`src/rtl/pvt_monitor_pkg.sv`:
```
// Shared constants and types for the PVT monitor clock-to-Q / setup readout.
package pvt_monitor_pkg;

    // Default geometry of the measurement.
    localparam int DEF_CNT_WIDTH = 8;
    localparam int DEF_LAPS      = 4;
    localparam int DEF_TIMEOUT   = 255;

    // Lap counter is sized for the largest supported lap count (15).
    localparam int LAP_W = 4;

    // Measurement sequencer states.
    typedef enum logic [2:0] {
        ST_IDLE   = 3'd0,
        ST_LAUNCH = 3'd1,
        ST_ARM    = 3'd2,
        ST_RUN    = 3'd3,
        ST_DONE   = 3'd4
    } state_t;

    // Bits needed to hold values 0..max_val.
    function automatic int cnt_bits(input int max_val);
        return (max_val < 1) ? 1 : $clog2(max_val + 1);
    endfunction

endpackage

```
`src/rtl/lap_edge_detect.sv`:
```
// Rising-edge detector for the delay-chain ring token, with a synchronous
// clear of the history so a fresh measurement never sees a stale edge.
module lap_edge_detect (
    input  logic clk,
    input  logic rst_n,
    input  logic clear,
    input  logic in,
    output logic rise
);

    logic prev;

    // Remember last cycle's token level; clear forces "was low".
    // NOTE: sequential state uses non-blocking (<=) so every flop samples pre-edge values.
    always_ff @(posedge clk or negedge rst_n) begin
        if (!rst_n) begin
            prev <= 1'b0;
        end else if (clear) begin
            prev <= 1'b0;
        end else begin
            prev <= in;
        end
    end

    assign rise = in & ~prev;

endmodule

```
`src/rtl/clkq_setup_readout.sv`:
```
// Measurement sequencer: launches the delay-chain measurer, counts token laps,
// and reports the elapsed measurer-counter ticks (or a timeout) to the host.
module clkq_setup_readout
    import pvt_monitor_pkg::*;
#(
    parameter int CNT_WIDTH = DEF_CNT_WIDTH,
    parameter int LAPS      = DEF_LAPS,
    parameter int TIMEOUT   = DEF_TIMEOUT
) (
    input  logic                 clk,
    input  logic                 rst_n,
    input  logic                 req,
    output logic                 start,
    input  logic                 token,
    input  logic [CNT_WIDTH-1:0] measured_cnt,
    output logic [CNT_WIDTH-1:0] result_cnt,
    output logic                 result_valid,
    input  logic                 result_ready,
    output logic                 timeout_err,
    output logic                 busy
);

    localparam int                CYC_W    = cnt_bits(TIMEOUT);
    localparam logic [LAP_W-1:0]  LAST_LAP = LAP_W'(LAPS - 1);
    localparam logic [CYC_W-1:0]  LAST_CYC = CYC_W'(TIMEOUT - 1);

    state_t                 state;
    state_t                 state_next;
    logic [CNT_WIDTH-1:0]   cnt_start;
    logic [LAP_W-1:0]       lap_cnt;
    logic [CYC_W-1:0]       cyc_cnt;
    logic                   tok_rise;
    logic                   in_run;
    logic                   final_edge;
    logic                   timeout_hit;

    lap_edge_detect u_lap_edge (
        .clk   (clk),
        .rst_n (rst_n),
        .clear (state == ST_ARM),
        .in    (token),
        .rise  (tok_rise)
    );

    assign in_run      = (state == ST_RUN);
    // Final lap edge takes priority over a timeout landing in the same cycle.
    assign final_edge  = in_run && tok_rise && (lap_cnt == LAST_LAP);
    assign timeout_hit = in_run && (cyc_cnt == LAST_CYC);

    // Next-state decode for the measurement sequence.
    always_comb begin
        // NOTE: default assignment first so no path leaves state_next unassigned (no latch).
        state_next = state;
        unique case (state)
            ST_IDLE:   if (req) state_next = ST_LAUNCH;
            ST_LAUNCH: state_next = ST_ARM;
            ST_ARM:    state_next = ST_RUN;
            ST_RUN:    if (final_edge || timeout_hit) state_next = ST_DONE;
            ST_DONE:   if (result_ready) state_next = ST_IDLE;
            default:   state_next = ST_IDLE;
        endcase
    end

    // State register and registered status outputs derived from the next state.
    always_ff @(posedge clk or negedge rst_n) begin
        if (!rst_n) begin
            state        <= ST_IDLE;
            start        <= 1'b0;
            result_valid <= 1'b0;
            busy         <= 1'b0;
        end else begin
            state        <= state_next;
            start        <= (state_next == ST_LAUNCH);
            result_valid <= (state_next == ST_DONE);
            busy         <= (state_next != ST_IDLE);
        end
    end

    // Snapshot of the measurer counter taken in the launch cycle.
    always_ff @(posedge clk or negedge rst_n) begin
        if (!rst_n) begin
            cnt_start <= '0;
        end else if (state == ST_LAUNCH) begin
            cnt_start <= measured_cnt;
        end
    end

    // Lap and cycle counters: cleared in ARM, advanced only while running.
    always_ff @(posedge clk or negedge rst_n) begin
        if (!rst_n) begin
            lap_cnt <= '0;
            cyc_cnt <= '0;
        end else if (state == ST_ARM) begin
            lap_cnt <= '0;
            cyc_cnt <= '0;
        end else if (in_run) begin
            cyc_cnt <= cyc_cnt + 1'b1;
            if (tok_rise) begin
                lap_cnt <= lap_cnt + 1'b1;
            end
        end
    end

    // Result capture: elapsed ticks wrap modulo 2^CNT_WIDTH; timeout reports zero.
    always_ff @(posedge clk or negedge rst_n) begin
        if (!rst_n) begin
            result_cnt  <= '0;
            timeout_err <= 1'b0;
        end else if (final_edge) begin
            result_cnt  <= measured_cnt - cnt_start;
            timeout_err <= 1'b0;
        end else if (timeout_hit) begin
            result_cnt  <= '0;
            timeout_err <= 1'b1;
        end
    end

endmodule

```
`config.mk`:
```
export PLATFORM = sky130hd
export DESIGN_NAME = clkq_setup_readout
export DESIGN_NICKNAME = d
export VERILOG_FILES = /design/src/rtl/pvt_monitor_pkg.sv /design/src/rtl/lap_edge_detect.sv /design/src/rtl/clkq_setup_readout.sv
export SDC_FILE = /design/constraint.sdc
export NUM_CORES = 1
export LEC_CHECK = 0
export CAP_MARGIN = 20
export CORE_MARGIN = 2
export CORE_UTILIZATION = 53
export DETAILED_ROUTE_END_ITERATION = 6
export PLACE_DENSITY = 0.77
export SKIP_CTS_REPAIR_TIMING = 1
export SYNTH_ARGS = -nofsm -noshare
export SYNTH_HDL_FRONTEND = slang
export SYNTH_SLANG_ARGS = --single-unit
export TNS_END_PERCENT = 50
```
`constraint.sdc`:
```
create_clock -name clk -period 2.18 [get_ports clk]
set_clock_uncertainty 0.2 [all_clocks]
set_input_delay 0.218 -clock clk [delete_from_list [all_inputs] [get_ports clk]]
set_output_delay 0.218 -clock clk [all_outputs]
set_load 0.02 [all_outputs]
```
======== Word-level counts from Yosys, hierarchy flattened ========
Index checks and enable logic that the tools add are counted.
Widths: inputs -> output; s select.
storage, ports and cells
  flip-flop bits (word level) ............. 36
  output and inout bits ................... 12
  word-level logic and storage cells ...... 47
operators by class
  add/subtract/negate cells ............... 3
  equal/unequal tests ..................... 8
  mux-type cells .......................... 14
  bitwise logic cells ..................... 2
  reduce and logical (&&, ||, !) cells .... 10
operators with widths
  operator             count
  $mux 8               4
  $pmux 3 s5           1
  $mux 4               3
  $mux 3               3
  $add 8x1->8 const B  1
  $eq 8x8->1 const B   1
  $sub 8x8->8          1
  $eq 3x1->1 const B   2
  $eq 3x2->1 const B   2
  $eq 3x3->1 const B   2
  $reduce_bool 2->1    3
  $add 4x1->4 const B  1
  $eq 4x2->1 const B   1
  $logic_and 1x1->1    3
  $logic_not 3->1      1
  $mux 1               3
  $reduce_bool 3->1    1
  $reduce_and 2->1     1
  $and 1x1->1          1
  $logic_or 1x1->1     1
  $not 1->1            1

======== Logic depth before layout (Yosys ltp) ========
Gate-level depths: netlist of run 1.
  depth after elaboration ................. 8
  mapped depth ............................ 8
  depth with buffers taken out ............ 8

======== Hierarchy ========
Synthesis of run 1 repeated with hierarchy kept, for this count alone.
second synthesis, totals
  cell total of the unflattened synthesis .. 195
  area total of the unflattened synthesis .. 1945.6 sq um
by module, submodules not included
  module              times used  cells each  area each (sq um)
  clkq_setup_readout  1           192         1893.1
  lap_edge_detect     1           3           52.6

======== Worst setup path before layout of run 1 ========
Ideal clock, no wire load.
  path type ............................... reg2reg
  start ................................... register cnt_start[0]
  end ..................................... register result_cnt[6]
  setup time .............................. 0.122 ns
  arrival ................................. 1.623 ns
  path slack .............................. 0.235 ns
  cell stages (with the launch flop) ...... 8
  path buffers ............................ 0
  period minus slack after synthesis ...... 1.945 ns
  path through ............................ dfrtp_1 > ha_1 > inv_1 > fa_1 > a211oi_1 > o21ai_0 > a21o_1 > a32o_1
between the ends
  word-level cells in the longest chain between the ends .. 2
ends and longest elaborated chain
  element                   line                       RTL
  start: declaration        clkq_setup_readout.sv:29   logic [CNT_WIDTH-1:0] cnt_start;
  start signal: assignment  clkq_setup_readout.sv:84   cnt_start <= measured_cnt;
  $sub 8x8->8               clkq_setup_readout.sv:110  result_cnt <= measured_cnt - cnt_start;
  $mux 8                    clkq_setup_readout.sv:109  end else if (final_edge) begin
  end signal: assignment    clkq_setup_readout.sv:110
  end: declaration          clkq_setup_readout.sv:16   output logic [CNT_WIDTH-1:0] result_cnt,
Every way passes these cells.
A chain may end at the register's enable or synchronous reset.

======== Worst setup path after layout of run 1 ========
  start ................................... register lap_cnt[0]
  end ..................................... register result_cnt[2]
between the ends
  word-level cells in the longest chain between the ends .. 3
  elaborated cells on any way between the ends .. 4
  classes of those cells .................. eq/ne (1); mux (1); reduce/logical (2)
ends and longest elaborated chain
  element                                      line                      RTL
  start: declaration                           clkq_setup_readout.sv:30  logic [LAP_W-1:0] lap_cnt;
  start signal: assignment                     clkq_setup_readout.sv:99  lap_cnt <= lap_cnt + 1'b1;
  $eq 4x2->1 (*)                               clkq_setup_readout.sv:47  assign final_edge = in_run && tok_rise && (lap_cnt == LAST_LAP);
  $logic_and 1x1->1 (*)                        clkq_setup_readout.sv:47
  $mux 8 or $reduce_bool 2->1 (tied branches)  --
Mark *: on every way between the ends. The rest lies on a longest branch, timed or not.

==> flow_summary_export.csv, run 1 <==
group,metric,value,unit
run_status,outcome,"finished, final reports clean",
sta,worst_pin_slew,478,ps
grt,overflow,0,
synthesis,postSynthAreaPerCell,10.4,um2
finish,drive_gt1_share,12.3,%
sta,slew_headroom,68.1,%
cts,clkLatencyLatePin,340,ps
finish,fin_cells,266,
route,vias_per_cell,5.71,
route,wl,3.94,mm
pwr,peakVddDrop,0.844,mV
pwr,swShare,39.5,%
finish,fin_nets,243,
synthesis,yosysTopAreaCell,"dfrtp_1",
setup_path,crit_type,"reg -> reg",
sta,post-route-period-util,92.7,%
setup_path,path_max_fanout,8,
synthesis,ys_types,42,
pwr,pwr-share-comb,47.5,%
synthesis,synth_seq_area_share,47.2,%
min_path,min_path_type,"in -> async",
finish,syn_to_final_growth,21.2,%
pwr,power.leakage,1.07,nW
sta,max_freq,495,MHz
floorplan,die_area,4100,um2
cts,clock_sinks,36,
cts,path_clk_slew,110,ps
synthesis,ys_async_sr_fraction,100,%
place,io_buffers,24,
synthesis,syn_inst,184,
floorplan,start_util,56.4,%
cts,cts_htree_levels,2,
floorplan,die_h,64.0,um
cts,cts_tree,"built",
synthesis,yosys_warnings,0,
setup_path,required,2220,ps
setup_path,cp_data_arrival_time,2060,ps
place,dpl.cell_count,258,
grt,grt_max_degree,37,
finish,final_cell_mix,"dfrtp_1, clkdlybuf4s50_1, nand2_1",
setup_path,cp-start-kind,"register",
synthesis,synth-main-ff-cell,"dfrtp_1",
synthesis,netlist_area,1910,um2
grt,antenna_found_initial,0,
cts,cts_buffers,5,
grt,track_usage,21.7,%
route,detailroute.via_count,1519,
route,firstDrtPassIters,4,
synthesis,synth-seq-cells,36,
synthesis,synth-edff-count,0,
route,drt-initial-drc-count,102,
cts,max-clock-path-buffers,2,
route,final_antenna_net_count,0,
sta,layout_setup_ws,160,ps
sta,finalHoldViolations,0,
pwr,cell_internal_pwr,0.00172,W
floorplan,core_area,3390,um2
run,maxCapViolations,0,
pwr,report.power.total,0.00284,W
floorplan,num_rows,21,
floorplan,die_w,64.0,um
place,place.gp.congestion,0.773,
sta,min_period,2020,ps
pwr,seq_power_share,39.0,%
cts,clockRootBuffer,"clkbuf_4",
floorplan,pin_count,25,
synthesis,synth_fp_nets,208,
finish,antennaDiodeCount,0,
pwr,power.density,1230,nW/um2
grt,grt_pass1_vias,1564,
pwr,p_sw,0.00112,W
pwr,p_clk_share,13.5,%
place,preCtsSetupSlack,-245,ps
grt,grt_pass1_wl,6.87,mm
place,hpwl,2.89,mm
sta,drv_slew,0,
sta,rsz0062_at_grt,"false",
finish,final_common_cell,"dfrtp_1",
synthesis,synth_area_leaders,"dfrtp_1, ha_1, a22o_1",
setup_path,endpoint_kind,"register",
route,drc,0,
synthesis,synth_top_cell_area_share,47.2,%
sta,setup_viol,0,
route,wire_per_inst,14.8,um
==> cells in the mapped netlist, drive strengths merged, types with 5 or more instances <==
| library cell | number |
|---|---|
| nor2 | 10 |
| nand2 | 16 |
| o21ai | 13 |
| a21o | 6 |
| a21oi | 6 |
| ha | 10 |
| a22o | 14 |
| mux2 | 6 |
| dfrtp | 36 |
| nand3 | 5 |
| inv | 11 |
==> kinds of logic after synthesis <==
family                   after synthesis  share of synthesized area [%]
AO/OA/AOI/OAI                         56                           21.1
AND/OR/NAND/NOR                       56                           15.8
flip-flops                            36                           47.2
buffers and inverters                 16                           3.41
adder cells (fa/ha/maj)               11                           7.60
multiplexers                           6                           3.54
XOR/XNOR                               3                           1.38
==> path summary, 6_finish.rpt <==
| check | from | to | slack [ps] | cells after the start |
|---|---|---|---|---|
| setup / recovery | lap_cnt[0] | result_cnt[2] | 160 | 5 |
| hold / removal | rst_n | lap_cnt[0] | 70 | 2 |
| setup reg to reg | lap_cnt[0] | result_cnt[2] | 160 | 5 |
| hold reg to reg | result_cnt[0] | result_cnt[0] | 300 | 1 |
| max in group asynchronous | rst_n | state[1] | 1380 | 2 |
| min in group clk | measured_cnt[2] | cnt_start[2] | 260 | 3 |
==> sequential cells by signal, indices dropped and copies added, names as in the netlist <==
register and flops:
u_lap_edge.prev 1, cnt_start 8, result_cnt 8, timeout_err 1, result_valid 1, cyc_cnt 8, state 3, lap_cnt 4
start 1, busy 1
==> final cells by class <==
| class | count | area (um2) |
|---|---|---|
| Fill cell | 274 | 1070 |
| Multi-Input combinational cell | 132 | 947 |
| Sequential cell | 36 | 901 |
| Timing Repair Buffer | 33 | 308 |
| Tap cell | 46 | 57.6 |
| Clock buffer | 6 | 51.3 |
| Inverter | 11 | 41.3 |
| Clock inverter | 2 | 10.0 |
==> routing by layer <==
layer  routed length [um]  GRT usage (%)  part of all wire [%]
met3                  136           6.16                   3.5
met4                   54           7.61                   1.4
met2                 2010           38.9                    51
met1                 1740           24.4                    44
met5                    0              0                     0
==> power by group through the flow <==
stage | clock [W] | combinational (W) | sequential (W)
floorplan | 0 | 0.000831 | 0.00116
global placement | 0 | 0.00127 | 0.00110
detailed placement | 0 | 0.00134 | 0.00112
CTS | 0.000392 | 0.00136 | 0.00111
global route | 0.000421 | 0.00149 | 0.00114
finish | 0.000383 | 0.00135 | 0.00111
==> critical path, stage by stage, from the launching register on <==
cell      delay (ps)
dfrtp_1          440
ha_1             180
nand3b_1         170
or3_1            380
a21o_1           280
a22o_1           280
==> metrics by stage <==
step                instance area (um2)  TNS [ps]  hold WS, ps  utilization, %
global placement                   2250      -277          280            66.4
detailed placement                 2250      -366          281            66.4
finish                             2320         0         71.3            68.3
CTS                                2310         0         89.9            68.3
floorplan                          1910         0         -278               -
global route                       2320         0          103            68.3
(Power assumes the default switching activity.)
==> inputs of run 2 (changes only) <==
CORE_MARGIN = unset   (was 2)
==> flow_summary_export.csv, run 2 (synthesized netlist as in run 1, its figures left out) <==
group,metric,value,unit
route,wl_met2,1.97,mm
floorplan,start_util,56.4,%
cts,clockRootBuffer,"clkbuf_4",
sta,rsz0062_at_grt,"false",
floorplan,die_h,62.0,um
run_status,outcome,"finished, final reports clean",
route,routed.top_layer,"met4",
route,wl,3.91,mm
sta,finalHoldViolations,0,
setup_path,endpoint_kind,"register",
place,place_area,2250,um2
finish,antennaDiodeCount,0,
grt,overflow,0,
sta,slew_headroom,63.9,%
finish,final_common_cell,"dfrtp_1",
floorplan,num_rows,21,
cts,cts_buffers,5,
finish,syn_to_final_growth,21.3,%
setup_path,crit_type,"reg -> reg",
finish,final_cell_mix,"dfrtp_1, clkdlybuf4s50_1, nand2_1",
grt,grt_pass1_vias,1450,
place,hpwl,2.94,mm
sta,min_period,2050,ps
finish,reg_top3,"cnt_start (8), cyc_cnt (8), result_cnt (8)",
setup_path,cp-startpoint,"cnt_start[0]",
grt,grt_max_degree,37,
finish,drive_gt1_share,11.4,%
place,io_buffers,24,
route,detailroute.via_count,1510,
grt,antenna_found_initial,0,
cts,cts_tree,"built",
grt,grt_pass1_wl,6.37,mm
sta,post-route-period-util,94.0,%
setup_path,rr_worst_depth,7,
route,met3WireLength,147,um
run,maxCapViolations,0,
cts,clock_sinks,36,
finish,fin_nets,243,
pwr,power.leakage,1.07,nW
floorplan,die_w,62.0,um
route,firstDrtPassIters,4,
min_path,min_path_type,"in -> async",
floorplan,die_area,3850,um2
setup_path,cp-start-kind,"register",
setup_path,r2r-end,"result_cnt[6]",
cts,cts_htree_levels,2,
pwr,peakVddDrop,0.683,mV
floorplan,pin_count,25,
setup_path,path_max_fanout,3,
place,place.gp.congestion,0.781,
sta,drv_slew,0,
sta,max_freq,488,MHz
setup_path,reg2reg_from,"cnt_start[0]",
finish,fin_area,2320,um2
setup_path,cp_data_arrival_time,2090,ps
cts,max-clock-path-buffers,2,
route,wl_met1,1.75,mm
floorplan,core_area,3390,um2
grt,track_usage,23.0,%
sta,worst_pin_slew,541,ps
sta,setup_tns,0,ps
route,drc,0,
setup_path,required,2220,ps
route,wire_per_inst,14.8,um
cts,clkLatencyLatePin,350,ps
pwr,power.density,1230,nW/um2
setup_path,rrSetupSlack,130,ps
route,vias_per_cell,5.70,
route,final_antenna_net_count,0,
sta,setup_viol,0,
route,drt-initial-drc-count,111,
cts,path_clk_slew,120,ps
## run 2: changes by cell type in the layout (fill, tap and decap cells not counted)
cell | before | now
fa_2 | 1 | 0
clkinv_2 | 2 | 0
fa_1 | 0 | 1
clkbuf_8 | 1 | 2
## run 2: final cells by class
type	count	area, um2
repair buffers	33	308
fillers	280	1070
well taps	46	57.6
flip-flops and latches	36	901
clock buffers	7	65.1
multi-input cells	132	945
inverters	11	41.3
## run 2: through the flow
step	total power (W)	utilization, %	cells	hold WS, ps	setup slack (ps)
final	0.00285	68.4	265	74.3	131
after global routing	0.00306	68.4	265	129	0.666
after CTS	0.00287	68.4	265	92.4	112
after detailed placement	0.00246	66.4	258	288	-241
after global placement	0.00238	66.4	258	280	-213
after floorplan	0.00199	-	184	-278	235
## run 2: worst max-delay path, stage by stage (launching register included)
cell and delay (ps):
dfrtp_1 360, ha_1 160, inv_1 50, fa_1 420, a211oi_1 200, o21ai_0 140, a21o_1 170, a32o_1 230
## run 2: routing by layer
| layer | track usage (%) | up-vias |
|---|---|---|
| met4 | 5.40 | 0 |
| met1 | 29.1 | 739 |
| li1 | - | 739 |
| met2 | 38.8 | 27 |
| met5 | 0 | - |
| met3 | 7.04 | 5 |
## run 2: power by group
group	switching, W	internal [W]	total (W)
logic	0.000692	0.000653	0.00134
registers	0.000200	0.000907	0.00111
clock network	0.000220	0.000183	0.000403
total	0.00111	0.00174	0.00285
## run 2: worst max path at each step
stage	slack, ps	cells after the start	endpoint
CTS	110	7	result_cnt[6]
detailed placement	-240	9	result_cnt[6]
finish	130	7	result_cnt[6]
floorplan	240	7	result_cnt[6]
global placement	-210	9	result_cnt[6]
global route	0.7	7	result_cnt[6]
==> inputs of run 3 (changes only) <==
SYNTH_HIERARCHICAL = 1   (was unset)
==> flow_summary_export.csv, run 3 <==
group,metric,value,unit
run_status,outcome,"finished, final reports clean",
grt,grt_pass1_vias,1600,
pwr,cell_internal_pwr,0.00184,W
setup_path,cp-start-kind,"register",
setup_path,critical_path.slowest_cell,"fa_1",
grt,overflow,0,
finish,fin_cells,274,
synthesis,synth-edff-count,0,
route,wl,4.32,mm
setup_path,path_max_fanout,3,
pwr,pwr-share-comb,45.2,%
setup_path,cp_top_family,"compound AO/OA/AOI/OAI gates",
pwr,p_clk_share,17.8,%
setup_path,crit_type,"reg -> reg",
route,detailroute.via_count,1578,
pwr,swShare,39.3,%
place,place.gp.congestion,0.879,
min_path,min_path_type,"in -> async",
finish,antennaDiodeCount,0,
route,drc,0,
route,wire_per_inst,15.8,um
synthesis,synth_top_cells_by_count,"dfrtp_1, nand2_1, o21ai_0, a21oi_1",
finish,fin_nets,251,
synthesis,yosysTopAreaCell,"dfrtp_1",
route,final_antenna_net_count,0,
synthesis,syn_inst,195,
synthesis,yosys_warnings,6,
setup_path,cp_slowest_stage_delay,430,ps
cts,clkLatencyLatePin,350,ps
grt,met2_usage,40.9,%
setup_path,endpoint_kind,"register",
grt,antenna_found_initial,0,
setup_path,crit_chain,"ha_1 -> inv_1 -> fa_1 -> a211oi_1 -> o21ai_0 -> a21o_1 -> a32o_1",
finish,final_cell_mix,"dfrtp_1, clkdlybuf4s50_1, nand2_1",
sta,slew_headroom,49.2,%
synthesis,ys_types,44,
cts,path_clk_slew,120,ps
sta,setup_viol,0,
finish,drive_gt1_share,14.0,%
floorplan,die_h,62.6,um
grt,grt_max_degree,37,
cts,cts_tree,"built",
setup_path,path_buf_inv,1,
cts,cts_buffers,5,
sta,finalHoldViolations,0,
synthesis,ys_async_sr_fraction,100,%
route,vias_per_cell,5.76,
floorplan,core_area,3420,um2
floorplan,die_area,3920,um2
pwr,p_sw,0.00119,W
sta,drv_slew,0,
finish,reg_top3,"cnt_start (8), cyc_cnt (8), result_cnt (8)",
synthesis,postSynthAreaPerCell,9.98,um2
sta,hold_ws,66.9,ps
grt,track_usage,24.2,%
route,firstDrtPassIters,5,
pwr,peakVddDrop,0.883,mV
setup_path,cp_num_cells,7,
pwr,seq_power_share,37.0,%
place,hpwl,3.10,mm
grt,grt_pass1_wl,7.25,mm
synthesis,synth_area_leaders,"dfrtp_1, ha_1, o21ai_0",
grt,gr-usage-met1,29.6,%
floorplan,die_w,62.6,um
synthesis,netlist_area,1950,um2
setup_path,required,2230,ps
finish,syn_to_final_growth,21.5,%
synthesis,synth_fp_nets,219,
synthesis,synth-seq-cells,36,
run,maxCapViolations,0,
floorplan,start_util,57.0,%
synthesis,synth_top_cell_area_share,46.3,%
pwr,power.density,1280,nW/um2
cts,clockRootBuffer,"clkbuf_4",
pwr,power.leakage,1.05,nW
finish,final_common_cell,"dfrtp_1",
place,io_buffers,24,
grt,top_usage_layer,"met2",
sta,worst_pin_slew,762,ps
synthesis,synth_seq_area_share,46.3,%
setup_path,cp_data_arrival_time,2160,ps
synthesis,synth-main-ff-cell,"dfrtp_1",
floorplan,pin_count,25,
cts,max-clock-path-buffers,2,
sta,max_freq,473,MHz
sta,min_period,2110,ps
setup_path,rr_worst_depth,7,
sta,post-route-period-util,97.0,%
cts,cts_htree_levels,2,
floorplan,num_rows,21,
sta,rsz0062_at_grt,"false",
cts,clock_sinks,36,
route,drt-initial-drc-count,88,
synthesis,yosysMostFrequentCell,"dfrtp_1",
place,dpl.cell_count,266,
grt,grt_use_met3,5.47,%
finish,fillerInstances,284,
## run 3: worst paths after layout
| path | startpoint | endpoint | slack, ps |
|---|---|---|---|
| worst min-delay path | rst_n | cyc_cnt[5] | 70 |
| max in group asynchronous | rst_n | cnt_start[1] | 1380 |
| worst max register to register | cnt_start[0] | result_cnt[6] | 70 |
| worst min register to register | result_cnt[0] | result_cnt[0] | 310 |
| min in group clk | token | u_lap_edge/prev | 240 |
| worst max-delay path | cnt_start[0] | result_cnt[6] | 70 |
## run 3: layout make-up
| type | instances | area [um2] | share of cell area [%] |
|---|---|---|---|
| Clock buffer | 7 | 65.1 | 2.75 |
| Clock inverter | 1 | 30.0 | 1.27 |
| Inverter | 11 | 41.3 | 1.75 |
| Multi-Input combinational cell | 140 | 962 | 40.7 |
| Sequential cell | 36 | 901 | 38.1 |
| Tap cell | 46 | 57.6 | 2.43 |
| Timing Repair Buffer | 33 | 308 | 13.0 |
## run 3: worst register-to-register path, stage by stage, from the launching register on
cell and delay, ps:
dfrtp_1 370, ha_1 180, inv_1 60, fa_1 430, a211oi_1 220, o21ai_0 160
a21o_1 180, a32o_1 230
## run 3: cells by family (layout without fill, tap and decap cells)
group,Yosys count,count (layout),share of synthesized area [%]
adder cells (fa/ha/maj),11,11,7.46
buffers and inverters,19,52,4.50
multiplexers,6,6,3.22
flip-flops,36,36,46.3
AO/OA/AOI/OAI,57,57,19.7
AND/OR/NAND/NOR,63,63,17.4
XOR/XNOR,3,3,1.35
## run 3: power by group through the flow
stage | Clock (W) | Combinational (W) | Sequential, W
6_report | 0.000539 | 0.00137 | 0.00112
5_1_grt | 0.000577 | 0.00151 | 0.00116
4_1_cts | 0.000549 | 0.00135 | 0.00112
3_5_place_dp | 0 | 0.00134 | 0.00113
3_3_place_gp | 0 | 0.00127 | 0.00111
2_1_floorplan | 0 | 0.000886 | 0.00113
## run 3: routing by layer
metal	routed length [um]	up-vias	part of all wire, %
li1	-	760	-
met2	2170	40	50
met3	145	10	3.4
met1	1900	768	44
met4	97	0	2.2
met5	0	-	0
## run 3: metrics by stage
| step | cell area, um2 | setup TNS [ps] | setup slack (ps) | utilization (%) | total power [W] |
|---|---|---|---|---|---|
| 2_1_floorplan | 1950 | 0 | 183 | - | 0.00202 |
| 3_3_place_gp | 2260 | -526 | -205 | 66.3 | 0.00238 |
| 3_5_place_dp | 2260 | -840 | -251 | 66.3 | 0.00247 |
| 4_1_cts | 2360 | 0 | 82.8 | 69.1 | 0.00301 |
| 5_1_grt | 2360 | 0 | 14.8 | 69.2 | 0.00324 |
| 6_report | 2360 | 0 | 66.3 | 69.2 | 0.00303 |
